[src/rtl/regfile_wb_arbiter_if.sv]
// Producer-to-write-back handshake channel: one result beat per valid&ready.
// master = producing stage, slave = write-back arbiter.
interface regfile_wb_arbiter_if;
    logic        valid;
    logic        ready;
    logic [2:0]  addr;
    logic [31:0] data;

    modport master (
        output valid,
        output addr,
        output data,
        input  ready
    );

    modport slave (
        input  valid,
        input  addr,
        input  data,
        output ready
    );
endinterface

[src/rtl/regfile_wb_arbiter.sv]
// Write-back arbiter: ALU and ID FIFOs feeding the single register-file write port.
// Optional WB_BYPASS_EN: lone beat into an idle arbiter skips its FIFO.
module regfile_wb_arbiter #(
    parameter int DEPTH = 2
) (
    input  logic                       clk,
    input  logic                       rst_n,
    regfile_wb_arbiter_if.slave        alu_i,
    regfile_wb_arbiter_if.slave        id_i,
    output logic                       w_enable_o,
    output logic                       w_select_o,
    output logic [2:0]                 w_addr_o,
    output logic [31:0]                w_alu_o,
    output logic [31:0]                w_id_o,
    output logic [7:0]                 pend_mask_o,
    output logic                       idle_o
);

    localparam int PW = $clog2(DEPTH);
    localparam int CW = PW + 1;

    // Source index 0 = ALU, 1 = ID throughout.
    logic [1:0]    valid;
    logic [1:0]    ready;
    logic [1:0]    push;
    logic [1:0]    wr;
    logic [1:0]    pop;
    logic [1:0]    nonempty;
    logic [2:0]    in_addr [2];
    logic [31:0]   in_data [2];
    logic [2:0]    head_addr [2];
    logic [31:0]   head_data [2];

    logic [2:0]    addr_q [2][DEPTH];
    logic [31:0]   data_q [2][DEPTH];
    logic [PW-1:0] wptr_q [2];
    logic [PW-1:0] wptr_d [2];
    logic [PW-1:0] rptr_q [2];
    logic [PW-1:0] rptr_d [2];
    logic [CW-1:0] cnt_q  [2];
    logic [CW-1:0] cnt_d  [2];

    logic          last_grant_q;
    logic          last_grant_d;
    logic          w_enable_q;
    logic          w_enable_d;
    logic          w_select_q;
    logic          w_select_d;
    logic [2:0]    w_addr_q;
    logic [2:0]    w_addr_d;
    logic [31:0]   w_alu_q;
    logic [31:0]   w_alu_d;
    logic [31:0]   w_id_q;
    logic [31:0]   w_id_d;

    logic          grant_v;
    logic          grant_id;
    logic          bypass;
    logic [2:0]    sel_addr;
    logic [31:0]   sel_data;
    logic [PW-1:0] off;
    logic [7:0]    pm;

    assign valid      = {id_i.valid, alu_i.valid};
    assign in_addr[0] = alu_i.addr;
    assign in_addr[1] = id_i.addr;
    assign in_data[0] = alu_i.data;
    assign in_data[1] = id_i.data;

    always_comb begin
        for (int s = 0; s < 2; s++) begin
            ready[s]     = (cnt_q[s] < CW'(DEPTH)) && rst_n;
            push[s]      = valid[s] && ready[s];
            nonempty[s]  = (cnt_q[s] != '0);
            head_addr[s] = addr_q[s][rptr_q[s]];
            head_data[s] = data_q[s][rptr_q[s]];
        end
    end

    assign alu_i.ready = ready[0];
    assign id_i.ready  = ready[1];

    // Same-address heads always favour ALU: it holds the older instruction.
    always_comb begin
        grant_v  = 1'b0;
        grant_id = 1'b0;
        bypass   = 1'b0;
        if (nonempty[0] && nonempty[1]) begin
            grant_v  = 1'b1;
            grant_id = (head_addr[0] != head_addr[1]) && !last_grant_q;
        end else if (nonempty[0]) begin
            grant_v  = 1'b1;
            grant_id = 1'b0;
        end else if (nonempty[1]) begin
            grant_v  = 1'b1;
            grant_id = 1'b1;
        end
`ifdef WB_BYPASS_EN
        else if (push[0] ^ push[1]) begin
            grant_v  = 1'b1;
            grant_id = push[1];
            bypass   = 1'b1;
        end
`endif
    end

    always_comb begin
        pop[0]   = grant_v && !grant_id && !bypass;
        pop[1]   = grant_v && grant_id && !bypass;
        wr[0]    = push[0] && !(bypass && !grant_id);
        wr[1]    = push[1] && !(bypass && grant_id);
        sel_addr = bypass ? in_addr[grant_id] : head_addr[grant_id];
        sel_data = bypass ? in_data[grant_id] : head_data[grant_id];
    end

    always_comb begin
        for (int s = 0; s < 2; s++) begin
            cnt_d[s]  = cnt_q[s] + CW'(wr[s]) - CW'(pop[s]);
            wptr_d[s] = wptr_q[s] + PW'(wr[s]);
            rptr_d[s] = rptr_q[s] + PW'(pop[s]);
        end
        last_grant_d = grant_v ? grant_id : last_grant_q;
        w_enable_d   = grant_v;
        w_select_d   = grant_v && grant_id;
        w_addr_d     = grant_v ? sel_addr : 3'd0;
        w_alu_d      = (grant_v && !grant_id) ? sel_data : 32'd0;
        w_id_d       = (grant_v && grant_id) ? sel_data : 32'd0;
    end

    always_ff @(posedge clk) begin
        if (!rst_n) begin
            for (int s = 0; s < 2; s++) begin
                cnt_q[s]  <= '0;
                wptr_q[s] <= '0;
                rptr_q[s] <= '0;
            end
            last_grant_q <= 1'b1;
            w_enable_q   <= 1'b0;
            w_select_q   <= 1'b0;
            w_addr_q     <= 3'd0;
            w_alu_q      <= 32'd0;
            w_id_q       <= 32'd0;
        end else begin
            for (int s = 0; s < 2; s++) begin
                cnt_q[s]  <= cnt_d[s];
                wptr_q[s] <= wptr_d[s];
                rptr_q[s] <= rptr_d[s];
            end
            last_grant_q <= last_grant_d;
            w_enable_q   <= w_enable_d;
            w_select_q   <= w_select_d;
            w_addr_q     <= w_addr_d;
            w_alu_q      <= w_alu_d;
            w_id_q       <= w_id_d;
        end
    end

    // Storage needs no reset: only entries inside the count are ever read.
    always_ff @(posedge clk) begin
        for (int s = 0; s < 2; s++) begin
            if (wr[s]) begin
                addr_q[s][wptr_q[s]] <= in_addr[s];
                data_q[s][wptr_q[s]] <= in_data[s];
            end
        end
    end

    always_comb begin
        pm  = 8'd0;
        off = '0;
        for (int s = 0; s < 2; s++) begin
            for (int j = 0; j < DEPTH; j++) begin
                off = PW'(j) - rptr_q[s];
                if ({1'b0, off} < cnt_q[s]) begin
                    pm[addr_q[s][j]] = 1'b1;
                end
            end
        end
        if (w_enable_q) begin
            pm[w_addr_q] = 1'b1;
        end
    end

    assign pend_mask_o = pm;
    assign idle_o      = (cnt_q[0] == '0) && (cnt_q[1] == '0) && !w_enable_q;
    assign w_enable_o  = w_enable_q;
    assign w_select_o  = w_select_q;
    assign w_addr_o    = w_addr_q;
    assign w_alu_o     = w_alu_q;
    assign w_id_o      = w_id_q;

endmodule

[src/flat_wrapper.sv]
// flat-port wrapper written by rule: the top's interface ports become plain ports
module regfile_wb_arbiter_flat 
#(
    parameter int DEPTH = 2
)
  (clk, rst_n, w_enable_o, w_select_o, w_addr_o, w_alu_o, w_id_o, pend_mask_o, idle_o, alu_i_valid, alu_i_addr, alu_i_data, alu_i_ready, id_i_valid, id_i_addr, id_i_data, id_i_ready);
  regfile_wb_arbiter_if alu_i_i ();
  regfile_wb_arbiter_if id_i_i ();
  input  logic clk;
  input  logic rst_n;
  output logic w_enable_o;
  output logic w_select_o;
  output logic [2:0] w_addr_o;
  output logic [31:0] w_alu_o;
  output logic [31:0] w_id_o;
  output logic [7:0] pend_mask_o;
  output logic idle_o;
  input wire logic [$bits(alu_i_i.valid)-1:0] alu_i_valid;
  input wire logic [$bits(alu_i_i.addr)-1:0] alu_i_addr;
  input wire logic [$bits(alu_i_i.data)-1:0] alu_i_data;
  output wire logic [$bits(alu_i_i.ready)-1:0] alu_i_ready;
  input wire logic [$bits(id_i_i.valid)-1:0] id_i_valid;
  input wire logic [$bits(id_i_i.addr)-1:0] id_i_addr;
  input wire logic [$bits(id_i_i.data)-1:0] id_i_data;
  output wire logic [$bits(id_i_i.ready)-1:0] id_i_ready;
  assign alu_i_i.valid = alu_i_valid;
  assign alu_i_i.addr = alu_i_addr;
  assign alu_i_i.data = alu_i_data;
  assign alu_i_ready = alu_i_i.ready;
  assign id_i_i.valid = id_i_valid;
  assign id_i_i.addr = id_i_addr;
  assign id_i_i.data = id_i_data;
  assign id_i_ready = id_i_i.ready;
  regfile_wb_arbiter #(.DEPTH(DEPTH)) u_core (.clk(clk), .rst_n(rst_n), .alu_i(alu_i_i), .id_i(id_i_i), .w_enable_o(w_enable_o), .w_select_o(w_select_o), .w_addr_o(w_addr_o), .w_alu_o(w_alu_o), .w_id_o(w_id_o), .pend_mask_o(pend_mask_o), .idle_o(idle_o));
endmodule
[config.mk]
export PLATFORM = sky130hd
export DESIGN_NAME = regfile_wb_arbiter_flat
export DESIGN_NICKNAME = d
export VERILOG_FILES = /design/src/rtl/regfile_wb_arbiter_if.sv /design/src/rtl/regfile_wb_arbiter.sv /design/src/flat_wrapper.sv
export SDC_FILE = /design/constraint.sdc
export NUM_CORES = 1
export LEC_CHECK = 0
export ABC_CLOCK_PERIOD_IN_PS = 6380
export CORE_AREA = 5 5 96 165
export DETAILED_ROUTE_END_ITERATION = 8
export DIE_AREA = 0 0 101 170
export PLACE_DENSITY = 0.87
export SKIP_LAST_GASP = 1
export SYNTH_ARGS = -nofsm -noshare
export SYNTH_HDL_FRONTEND = slang
export SYNTH_SLANG_ARGS = --single-unit
[constraint.sdc]
create_clock -name clk -period 6.38 [get_ports clk]
set_clock_uncertainty 0.05 [all_clocks]
set_input_delay 1.276 -clock clk [delete_from_list [all_inputs] [get_ports clk]]
set_output_delay 1.276 -clock clk [all_outputs]
set_load 0.1 [all_outputs]
### Word-level counts from Yosys, hierarchy flattened

Memory sizes are Yosys's and may differ from the RTL's.
Cells that the tools add are included.

* add/sub/neg operators: 12
* magnitude comparators: 23
* eq/ne operators: 1
* muxes and demuxes: 60
* bitwise logic cells: 15
* reduce and logical (&&, ||, !) cells: 27

Operator list (number)
* $mux W32: 11
* $mux W64: 2
* $demux W32 S1: 2
* $mux W8: 5
* $mux W3: 11
* $or A8 B8 Y8: 4
* $lt A3 B4 Y1 const B: 5
* $mux W1: 18
* $logic_and A1 B1 Y1: 17
* $demux W1 S3: 5
* $ge A3 B1 Y1 const B: 5
* $mux W6: 2
* $ge A2 B2 Y1 const B: 5
* $not A1 Y2: 5
* $lt A1 B2 Y1: 4
* $demux W3 S1: 2
* $or A1 B1 Y1: 6
* $reduce_and A2 Y1: 3
* $add A1 B1 Y1: 4
* $add A2 B1 Y2: 2
* $logic_not A2 Y1: 2
* $lt A2 B1 Y1 const B: 2
* $lt A2 B2 Y1 const B: 2
* $mux W2: 2
* other kinds (5): 12

* register bits after elaboration: 70
* bits in writable memories: 148
* output and inout port bits: 80
* word-level logic and storage cells: 149
* memories: 5

Memory list
* u_core.data_q: depth 2, width 64, rd ports 2, clocked after Yosys merged registers in 0, wr ports 2, line regfile_wb_arbiter.sv:35 `logic [31:0] data_q [2][DEPTH];`
* u_core.addr_q: depth 2, width 6, rd ports 2, clocked after Yosys merged registers in 0, wr ports 2, line regfile_wb_arbiter.sv:34 `logic [2:0] addr_q [2][DEPTH];`
* u_core.cnt_q: depth 2, width 2, rd ports 2, clocked after Yosys merged registers in 0, wr ports 2, line regfile_wb_arbiter.sv:40 `logic [CW-1:0] cnt_q [2];`
* u_core.rptr_q: depth 2, width 1, rd ports 2, clocked after Yosys merged registers in 0, wr ports 2, line regfile_wb_arbiter.sv:38 `logic [PW-1:0] rptr_q [2];`
* u_core.wptr_q: depth 2, width 1, rd ports 2, clocked after Yosys merged registers in 0, wr ports 2, line regfile_wb_arbiter.sv:36 `logic [PW-1:0] wptr_q [2];`

### Depth between registers and ports, before layout

Gate-level depths: netlist of run 1.
An unclocked memory read counts as a cell.

* word-level depth: 14
* mapped depth: 9
* gate-level depth less buffers: 8

### Worst setup path before layout of run 1

Ideal clock, no wire load.

* path kind: input -> register
* start: in rst_n
* end: mem u_core.addr_q[0][0] (netlist bit) (enable)
* data arrival time: 3.894 ns
* data required time: 5.934 ns
* slack: 2.041 ns
* stages: 3
* buffers on the path: 0
* cell sequence: nor2b_1 and2_1 ha_1

RTL lines
* start: declaration: line flat_wrapper.sv:10 `input logic rst_n;`
* end: declaration: line regfile_wb_arbiter.sv:34

### Worst setup path in the final report of run 1

* start: in rst_n
* end: out alu_i_ready

* cells in the longest elaborated chain, start to end: 1

Ends and longest elaborated chain
* $logic_and A1 B1 Y1: line regfile_wb_arbiter.sv:72 `ready[s] = (cnt_q[s] < CW'(DEPTH)) && rst_n;`
* end: declaration: line flat_wrapper.sv:21 `output wire logic [$bits(alu_i_i.ready)-1:0] alu_i_ready;`

Every way passes these cells.

==> results of run 1 <==
## layer usage
layer	part of all wire (%)	routed length [µm]	GRT usage (%)	vias to the layer above
met4	3.8	619	7.93	0
met2	55	9010	34.9	211
met1	35	5790	20.9	2206
met5	0	0	0	-
met3	6.1	1000	3.49	59
li1	-	-	-	2144
## through the flow
step                power, mW  setup WS (ns)  instances
global route             4.99           1.46        860
finish                   4.81           1.54        860
CTS                      4.84           1.52        859
detailed placement       3.76           1.52        826
floorplan                3.31           2.04        504
global placement         3.71           1.56        826
## critical path: cells and delay by family
family	cells	cell delay, ns
buf+inv	2	2.00
simple gates	1	0.23
## area by class of cell
type	instances	area, µm²
clock inverters	7	68.8
multi-input cells	258	1800
fillers	937	4300
clock buffers	26	512
well taps	180	225
flip-flops and latches	218	5770
diodes	1	2.50
inverters	10	37.5
repair buffers	160	1580
## power breakdown
group / leakage, nW / switching [mW] / internal, mW
Combinational: 1.30 / 1.44 / 0.490
Clock: 0.281 / 0.471 / 0.607
Sequential: 1.92 / 0.101 / 1.70
## synth_stat cells (6+ instances only)
cell type  instances  area share [%]
dfxtp_1           78              20
ha_1               6            0.97
nand2_1            9            0.44
edfxtp_1         140              55
nand3_1            9            0.58
nand4_1            6            0.49
nor2_1            79             3.8
nor2b_1           13             1.1
inv_1              8            0.39
mux2i_1           76             9.9
clkbuf_1           8            0.39
## cells by family (layout without fill, tap and decap cells)
family	after synthesis	count (layout)	share of synthesized area, %
AOI/OAI and AO/OA	27	27	2.74
xor gates and xnor gates	6	6	0.877
adders and majority gates	6	6	0.974
buffers and inverters	28	203	1.92
DFF	218	218	74.8
muxes	77	77	10.0
other	0	1	0
and+or+nand+nor	142	142	8.68
## worst paths after layout
check,slack (ns),end,startpoint,depth (start not counted)
setup / recovery,1.54,alu_i_ready,rst_n,3
hold / removal,0.43,u_core.w_id_o[7]$_SDFF_PN0_,u_core.data_q[0][103]$_DFFE_PP_,2
setup reg to reg,3.22,u_core.w_alu_o[20]$_SDFF_PN0_,u_core.rptr_q[0][1]$_SDFF_PN0_,6
hold reg to reg,0.43,u_core.w_id_o[7]$_SDFF_PN0_,u_core.data_q[0][103]$_DFFE_PP_,2
## sequential cells by signal (all words and copies together), names as in the netlist, 2 cells and up
signal / flops
u_core.data_q: 128
u_core.w_alu_o: 32
u_core.w_id_o: 32
u_core.addr_q: 12
u_core.cnt_q: 4
u_core.w_addr_o: 3
u_core.rptr_q: 2
u_core.wptr_q: 2
==> reports/results.ini, run 1 <==
[outcome]
status = finished, final reports clean

[clock_network]
path_clk_slew_ns = 0.06
postCtsSetupBuffers = 0
cts_root_buf = clkbuf_16
cts_max_level = 1
hold_buffers = 0
cts_tree = yes
clk_path_buf_depth = 3
cts_buffers = 19
cts_resized = 0
clk_latency_ns = 0.48
cts.sinks = 218

[power]
p_leak_nw = 3.50
vdd_ir_drop_max_mv = 0.289
power_density_nw_per_um2 = 481

[layout]
areaGrowthSynthToFinish_pct = 29.6
stdcell_area_um2 = 9990
final_common_cell = clkdlybuf4s50_1
fin_util_pct = 69.9
layout_common_cells = 153 x clkdlybuf4s50_1, 140 x edfxtp_1, 79 x nor2_1
nNetsFinal = 747
drive_gt1_share_pct = 6.19

[floorplan]
start_util_pct = 53.9
core_um2 = 14300
die_w_um = 101
die-area_um2 = 17200
die-height_um = 170
num_rows = 58
boundaryPins = 154

[sta]
final-max-slew-violation-count = 0
period_needed_ns = 4.84
period_share_pct = 75.9
max_freq_ghz = 0.207
fin_tns_setup_ns = 0
finalHoldViolCount = 0
whs_ns = 0.428
slew_headroom_pct = 24.1
tightest_slew_ns = 1.14
rsz0062_at_grt = no
setup_violations = 0

[global_route]
grt_start_max_net_pins = 39
grt-ovfl-total = 0
grt_pass1_vias = 4841
grt_pass1_wl_mm = 25.0
antenna_found_initial = 1
track_usage_pct = 18.9

[synthesis]
yosys_warnings = 0
yosysSeqAreaShare_pct = 74.8
synthesis.nets = 584
ys_types = 42
syn_area_um2 = 7710
syn-mean-instance-area_um2 = 15.3
syn_inst = 504
synthArstFlopShare_pct = 0
synth_edf_count = 140
synth_flop_cell = edfxtp_1
ys_ff_latch = 218

[detailed_routing]
post_drt_wl_per_cell_um = 19.1
dr.pass1.iters = 6
routed_wl_mm = 16.4
vias_per_cell = 5.37
drc = 0
num_vias = 4620
first_iter_violations = 261
ant_nets = 0

[placement]
port_buffers = 153
placed_cell_area_um2 = 9410
gp_congestion = 0.933
hpwl_mm = 11.2

[critical_path]
crit_type = primary input to output pin
critPathArrivalTime_ns = 3.52
max_stage_delay_ns = 1.18
worstPathCellList = clkdlybuf4s50_1, nor2b_1, clkdlybuf4s50_1
end_kind = output pin
cpMaxStageDelayCell = clkdlybuf4s50_1
crit_required_ns = 5.05
start_kind = primary input
crit_top_cell = clkdlybuf4s50_1
path_max_fanout = 16

[hold_path]
worstHoldPathType = flop to flop

[run]
cap_violations = 0

No activity file was read; power rests on OpenSTA's default activity.
==> run 2: changes to the inputs <==
--- a/config.mk
+++ b/config.mk
@@ -5,11 +5,11 @@
 export SDC_FILE = /design/constraint.sdc
 export NUM_CORES = 1
 export LEC_CHECK = 0
-export ABC_CLOCK_PERIOD_IN_PS = 6380
-export CORE_AREA = 5 5 96 165
+export ABC_CLOCK_PERIOD_IN_PS = 4000
+export CORE_AREA = 5 5 104 180
 export DETAILED_ROUTE_END_ITERATION = 8
-export DIE_AREA = 0 0 101 170
-export PLACE_DENSITY = 0.87
+export DIE_AREA = 0 0 109 185
+export PLACE_DENSITY = 0.78
 export SKIP_LAST_GASP = 1
 export SYNTH_ARGS = -nofsm -noshare
 export SYNTH_HDL_FRONTEND = slang
==> constraint.sdc (replaced) <==
create_clock -name clk -period 4 [get_ports clk]
set_clock_uncertainty 0.05 [all_clocks]
set_input_delay 0.8 -clock clk [delete_from_list [all_inputs] [get_ports clk]]
set_output_delay 0.8 -clock clk [all_outputs]
set_load 0.1 [all_outputs]
==> reports/results.ini, run 2 (synthesis gave the netlist of run 1 again) <==
[clock_network]
postCtsSetupBuffers = 0
path_clk_slew_ns = 0.07
cts_root_buf = clkbuf_16
cts_resized = 0
clk_latency_ns = 0.48
clk_path_buf_depth = 3
cts_tree = yes
cts_buffers = 19
cts.sinks = 218
hold_buffers = 0
cts_max_level = 1

[layout]
final_common_cell = clkdlybuf4s50_1
nFillCells = 1345
largest_reg_flops = 128
fin_util_pct = 58.7
layout_common_cells = 142 x clkdlybuf4s50_1, 140 x edfxtp_1, 79 x nor2_1
areaGrowthSynthToFinish_pct = 31.1
regArea_um2 = 5770
drive_gt1_share_pct = 9.41
nNetsFinal = 748
multi_input_area_um2 = 1810

[run]
cap_violations = 0

[critical_path]
max_stage_delay_ns = 0.50
crit_family = buffers and inverters
start_kind = flop
crit_top_cell = buf_4
cpMaxStageDelayCell = buf_4
worstPathCellList = buf_4, nor2b_1, o21ba_1, and3_1, a311oi_1, nand3_1, buf_4
crit_required_ns = 3.15
end_kind = output pin
critPathArrivalTime_ns = 2.52
r2r_cells = 5
crit_type = flop to output pin
path_buf_inv = 2
r2r_setup_slack_ns = 1.28
path_max_fanout = 35
r2r_start = u_core.addr_q[0][8]$_DFFE_PP_
worstSetupStartpoint = u_core.rptr_q[0][1]$_SDFF_PN0_
reg2reg_to = u_core.w_alu_o[17]$_SDFF_PN0_

[detailed_routing]
routed_wl_mm = 16.0
ant_nets = 0
drc = 0
vias_per_cell = 4.89
dr.pass1.iters = 4
post_drt_wl_per_cell_um = 17.5
first_iter_violations = 222
num_vias = 4463

[global_route]
grt_start_max_net_pins = 36
track_usage_pct = 15.7
grt-ovfl-total = 0
grt_pass1_wl_mm = 24.2
grt_pass1_vias = 4807
antenna_found_initial = 0

[sta]
setup_violations = 0
period_share_pct = 84.2
rsz0062_at_grt = no
finalHoldViolCount = 0
fin_tns_setup_ns = 0
tightest_slew_ns = 1.18
slew_headroom_pct = 21.2
final-max-slew-violation-count = 0
max_freq_ghz = 0.297
fin_ws_ns = 0.631
period_needed_ns = 3.37

[placement]
hpwl_mm = 11.2
port_buffers = 153
gp_congestion = 0.824
pre_cts_ws_ns = 1.06

[hold_path]
min_from = u_core.data_q[0][40]$_DFFE_PP_
min_path_cells = 2
whs_endpoint = u_core.w_alu_o[8]$_SDFF_PN0_
worstHoldPathType = flop to flop

[floorplan]
boundaryPins = 154
num_rows = 64
core_um2 = 17200
die-area_um2 = 20200
die_w_um = 109
die-height_um = 185
start_util_pct = 44.8

[power]
power_mw = 7.76
vdd_ir_drop_max_mv = 0.561
power_density_nw_per_um2 = 768
p_leak_nw = 3.55

[outcome]
status = finished, final reports clean

run 2: worst reg2reg max path: stages (launching register included):
cell	delay [ns]
edfxtp_1	0.50
mux2i_1	0.31
xnor2_1	0.20
a41oi_4	0.39
or2_1	0.94
nor2_1	0.16
run 2: metal layers:
metal | track usage, % | vias up | part of all wire [%]
li1 | - | 2147 | -
met1 | 16.3 | 2161 | 34
met2 | 29.9 | 118 | 57
met3 | 2.51 | 37 | 4.5
met4 | 7.74 | 0 | 4.0
met5 | 0 | - | 0
run 2: layout make-up:
class	count	area share [%]
tap	231	2.86
clock buffer	22	5.11
antenna	1	0.0248
timing repair buffer	161	15.5
sequential	218	57.1
clock inverter	11	1.25
multi-input combinational	258	17.9
inverter	10	0.371
run 2: how the worst max path moves through the flow:
stage                                     endpoint  slack (ns)  cells past startpoint
finish                              pend_mask_o[6]        0.63                      7
global route                        pend_mask_o[6]        0.48                      7
CTS                                 pend_mask_o[6]        0.57                      7
detailed placement  u_core.data_q[0][45]$_DFFE_PP_        1.06                      6
global placement    u_core.data_q[0][15]$_DFFE_PP_        1.12                      6
floorplan            u_core.addr_q[0][0]$_DFFE_PP_        0.14                      3
run 2: power breakdown:
| part | internal, mW | switching [mW] |
|---|---|---|
| Clock | 1.07 | 0.772 |
| Combinational | 0.768 | 2.28 |
| Sequential | 2.71 | 0.167 |
run 2: per-stage QoR:
stage                     area (µm²)  instances  hold WS [ns]
after floorplan                 7710        504         0.403
after global placement          9460        878         0.403
after detailed placement        9460        878         0.419
after CTS                      10100        911         0.437
after global routing           10100        911         0.465
final                          10100        912         0.427
==> RTL change 1 (settings of run 2) <==
Add a define of `WB_BYPASS_EN`.
--- a/src/rtl/regfile_wb_arbiter.sv
+++ b/src/rtl/regfile_wb_arbiter.sv
@@ -1,5 +1,7 @@
 // Write-back arbiter: ALU and ID FIFOs feeding the single register-file write port.
 // Optional WB_BYPASS_EN: lone beat into an idle arbiter skips its FIFO.
+`define WB_BYPASS_EN
+
 module regfile_wb_arbiter #(
     parameter int DEPTH = 2
 ) (
Function: changed (Yosys sat finds a counterexample within 4 cycles, from zero or initial values and one cycle with rst_n low).
==> RTL change 1 against run 2 <==
  * Combinational power rose to 2.5 times the old value
  * Total power rose by 63%
  * First-iteration DRC count rose to 3.8 times the old value
  * Final area rose by 30%
  * Synthesized area rose by 38%
  * Global-route usage rose by 16 points
  * Setup slack got worse by 440 ps
  * Wire length rose by 100%
  * Sequential cell count did not move
  * Critical endpoint is now pend_mask_o[0]
==> RTL change 1: results (changes against run 2) <==
result of the run=finished clean; bufs w/o clock=185 (+15%); layout cells sized above 1=16.1% (+6.7 points); worst path setup slack after routing=192 ps (-439 ps); slowest cell on the critical path=sky130_fd_sc_hd__dfxtp_4; initial antenna violation count=1 (+1); nets@finish=1062 (+42%); endpoint of the worst setup timing path=pend_mask_o[0]; post-detailed-route via-to-cell ratio=7.09 (+45%); Critical Path Source=u_core.rptr_q[0][0]; Post-Route WL=32400 um (+100%); synthesized net count=942 (+61%); Seq/total area=43.8% (-13 points); Post-Synth Adder-Cell Area=1.06% (+0.082 points); relative area of non-clock buffer cells in the final design=14.0% (-1.4 points); #MultiIn Comb=542 (+110%); Setup WS pre-CTS=65.7 ps (-993 ps); critical path fanouts, max=66 (+89%); number of cells in the design after placement=1189 (+35%); cells taking the most area after synthesis=sky130_fd_sc_hd__edfxtp_1 39%, sky130_fd_sc_hd__dfxtp_1 15%, sky130_fd_sc_hd__o311ai_4 6.9%, sky130_fd_sc_hd__o22ai_1 3.8%, sky130_fd_sc_hd__mux2_2 3.4%; mux share of post-synthesis cell area=4.55% (-5.5 points); routability congestion estimate=0.901 (+9.3%); Synth Instances=859 (+70%); met2 capacity usage during global routing=55.3% (+25 points); highest ir drop seen on vdd=0.858 mV (+53%); drt first-iter violations=845 (+280%); portion of the post-synthesis area used by sequential elements=54.1% (-21 points); worst slack on hold paths=476 ps (+49.0 ps); terminating pin of the worst hold path=u_core.last_grant_q; relative slew slack=18.6% (-2.5 points); gr usage total=32.0% (+16 points); fill cell instance count of the final layout=1107 (-18%); worst stage delay on the critical path=650 ps (+150 ps); placed wire-length estimate=20800 um (+85%); Layout Area Growth over Synthesis=23.5%; First-pass DRT Iterations=5 (+1); pin count of the biggest net entering global routing=67 (+86%); met2 wire length=16900 um (+84%); number of different library cells in the post-synthesis netlist=55 (+31%); origin of the critical flop-to-flop path=u_core.rptr_q[0][0]; wire length of the first global-routing pass=49600 um (+100%); non-clock inverter count in the final layout=13 (+3); complex-gate fraction of the synthesized area=22.8% (+20 points); data arrival time of the worst path=2960 ps (+440 ps); M1 GR Usage=38.4% (+22 points); total length of routed met3 wires=2840 um (+300%); detailed-route via count=8682 (+95%); met3 track utilization from global routing=4.64% (+2.1 points); met1 wire length=11200 um (+110%); proportion of cell area spent on the clock network=4.44% (-1.9 points); number of clock-tree buffers in the layout=26 (+18%); leak pwr=4.35 nW (+23%); worst hold path startpoint=u_core.last_grant_q; area occupied by multi-input gates=4630 um2 (+160%); r2r setup slk=320 ps (-960 ps); number of global-route vias before repair=8889 (+85%); placed cell areas=12600 um2 (+33%); Synth top cells by count=140 x sky130_fd_sc_hd__edfxtp_1, 78 x sky130_fd_sc_hd__dfxtp_1, 65 x sky130_fd_sc_hd__o22ai_1; xor and xnor fraction of the mapped netlist area=1.14% (+0.26 points); cell count of the worst reg-to-reg path=11 (+6)
[RTL change 1: changes by cell type after synthesis, moves of 32 or more]
| cell | change |
|---|---|
| sky130_fd_sc_hd__a311oi_1 | +32 |
| sky130_fd_sc_hd__nand4_1 | +34 |
| sky130_fd_sc_hd__mux2_2 | +32 |
| sky130_fd_sc_hd__a211o_1 | +32 |
| sky130_fd_sc_hd__nor2_1 | -61 |
| sky130_fd_sc_hd__clkbuf_1 | +47 |
| sky130_fd_sc_hd__and2_1 | +32 |
| sky130_fd_sc_hd__o22ai_1 | +65 |
| sky130_fd_sc_hd__nor4_1 | +33 |
| sky130_fd_sc_hd__mux2i_1 | -73 |
| sky130_fd_sc_hd__o21ai_0 | +32 |
| sky130_fd_sc_hd__a221oi_1 | +33 |
[RTL change 1: report_power, final]
part / switching (W) / total [W] / leakage [nW] / internal [W]
Clock: 0.000793 / 0.00176 / 0.282 / 0.000969
Combinational: 0.00547 / 0.00777 / 2.15 / 0.00230
Sequential: 0.000272 / 0.00310 / 1.92 / 0.00283
==> RTL change 2 (flow settings as in run 2) <==
Made on the original files. Make the reset (`rst_n`) asynchronous in one clocked block.
--- a/src/rtl/regfile_wb_arbiter.sv
+++ b/src/rtl/regfile_wb_arbiter.sv
@@ -127,7 +127,7 @@
         w_id_d       = (grant_v && grant_id) ? sel_data : 32'd0;
     end
 
-    always_ff @(posedge clk) begin
+    always_ff @(posedge clk or negedge rst_n) begin
         if (!rst_n) begin
             for (int s = 0; s < 2; s++) begin
                 cnt_q[s]  <= '0;
Function: differs if rst_n is asserted again (counterexample within 4 cycles, from zero or initial values and one cycle with rst_n low); with rst_n held inactive, the same outputs for 4 cycles.
==> RTL change 2 against run 2 <==
  * Setup slack lost 74 ps
  * Sequential share of layout area grew 2.7 points
  * Synthesized area grew 3.2%
  * Hold slack lost 290 ps
  * Die area is the same
  * Non-clock buffer count shrank 3
  * Sequential cell count is the same
  * Register-to-register slack gained 30 ps
  * Wire length grew 1.7%
  * Fmax shrank 2.1%
  * Final area grew 2.0%
  * Count of clock-buffer cells in the layout grew 2
  * Critical endpoint unchanged
  * Largest cell class unchanged
Power is left out: the tool's default activity adds up to more than one toggle a clock period on the data nets, which glitch-free logic cannot reach.
==> RTL change 2: results (changes against run 2) <==
origin of the critical flop-to-flop path=u_core.addr_q[0][4]; share of cell area taken by multi-input logic gates=16.0% (-1.8 points); Setup WS pre-CTS=1070 ps (+12.8 ps); Port Buf Inserts=153 (unchanged); cells taking the most area after synthesis=sky130_fd_sc_hd__edfxtp_1 53%, sky130_fd_sc_hd__dfrtp_1 24%, sky130_fd_sc_hd__mux2i_1 9.1%, sky130_fd_sc_hd__nor2_1 3.6%, sky130_fd_sc_hd__ha_1 0.94%; worst slack on hold paths=140 ps (-288 ps); r2r setup slk=1310 ps (+30 ps); wire length of the first global-routing pass=25200 um (+4.0%); nets@finish=736 (-1.6%); #MultiIn Comb=249 (-3.5%); bufs w/o clock=158 (-1.9%); fill cell instance count of the final layout=1285 (-4.5%); placed wire-length estimate=11500 um (+2.5%); number of different library cells in the post-synthesis netlist=36 (-14%); result of the run=finished clean; proportion of cell area spent on the clock network=6.08% (-0.28 points); number of clock-tree buffers in the layout=24 (+9.1%); gr usage total=16.3% (+0.55 points); routability congestion estimate=0.903 (+9.6%); cell count of the worst reg-to-reg path=8 (+3); layout cells sized above 1=8.38% (-1.0 points); Synth top cells by count=140 x sky130_fd_sc_hd__edfxtp_1, 77 x sky130_fd_sc_hd__dfrtp_1, 77 x sky130_fd_sc_hd__nor2_1; total area of sequential cells=6160 um2 (+6.8%); Post-Route WL=16200 um (+1.7%); ys async rst share=35.8% (+36 points); synthesized net count=576 (-1.4%); portion of the post-synthesis area used by sequential elements=77.4% (+2.6 points); initial antenna violation count=1 (+1); endpoint of the most critical register-to-register path=u_core.cnt_q[3]; First-pass DRT Iterations=5 (+1); post-detailed-route via-to-cell ratio=5.03 (+2.8%); data arrival time of the worst path=2590 ps (+70 ps); critical path fanouts, max=34 (-2.9%); Tightest Hold Check Type=in -> async; number of global-route vias before repair=4814 (+0.15%); Tightest Pin Transition=1000 ps (-178 ps); drt first-iter violations=214 (-3.6%); Ys Warns=0 (unchanged); Critical Path Source=u_core.rptr_q[1]; relative area of non-clock buffer cells in the final design=14.9% (-0.54 points)
-- RTL change 2: per-stage QoR --
| stage | instances | instance area (um2) |
|---|---|---|
| 2_1_floorplan | 496 | 7950 |
| 3_3_place_gp | 866 | 9680 |
| 3_5_place_dp | 866 | 9680 |
| 4_1_cts | 899 | 10300 |
| 5_1_grt | 900 | 10300 |
| 6_report | 900 | 10300 |
-- RTL change 2: logic make-up (layout without fill, tap and decap cells) --
kind of cell,count (synthesis),count (layout),synth area share [%]
xor+xnor,8,8,0.881
fa+ha+maj,6,6,0.944
other cells,0,1,0
flops,218,218,77.4
mux,72,72,9.06
buf+inv,29,201,1.92
simple gates,134,134,7.52
compound gates,29,29,2.25
-- RTL change 2: layer usage --
metal	part of all wire (%)	global-route usage [%]	routed length [um]
met1	34	17.6	5560
met2	56	30.1	9110
met3	5.7	3.28	920
met4	3.9	7.23	636
met5	0	0	0
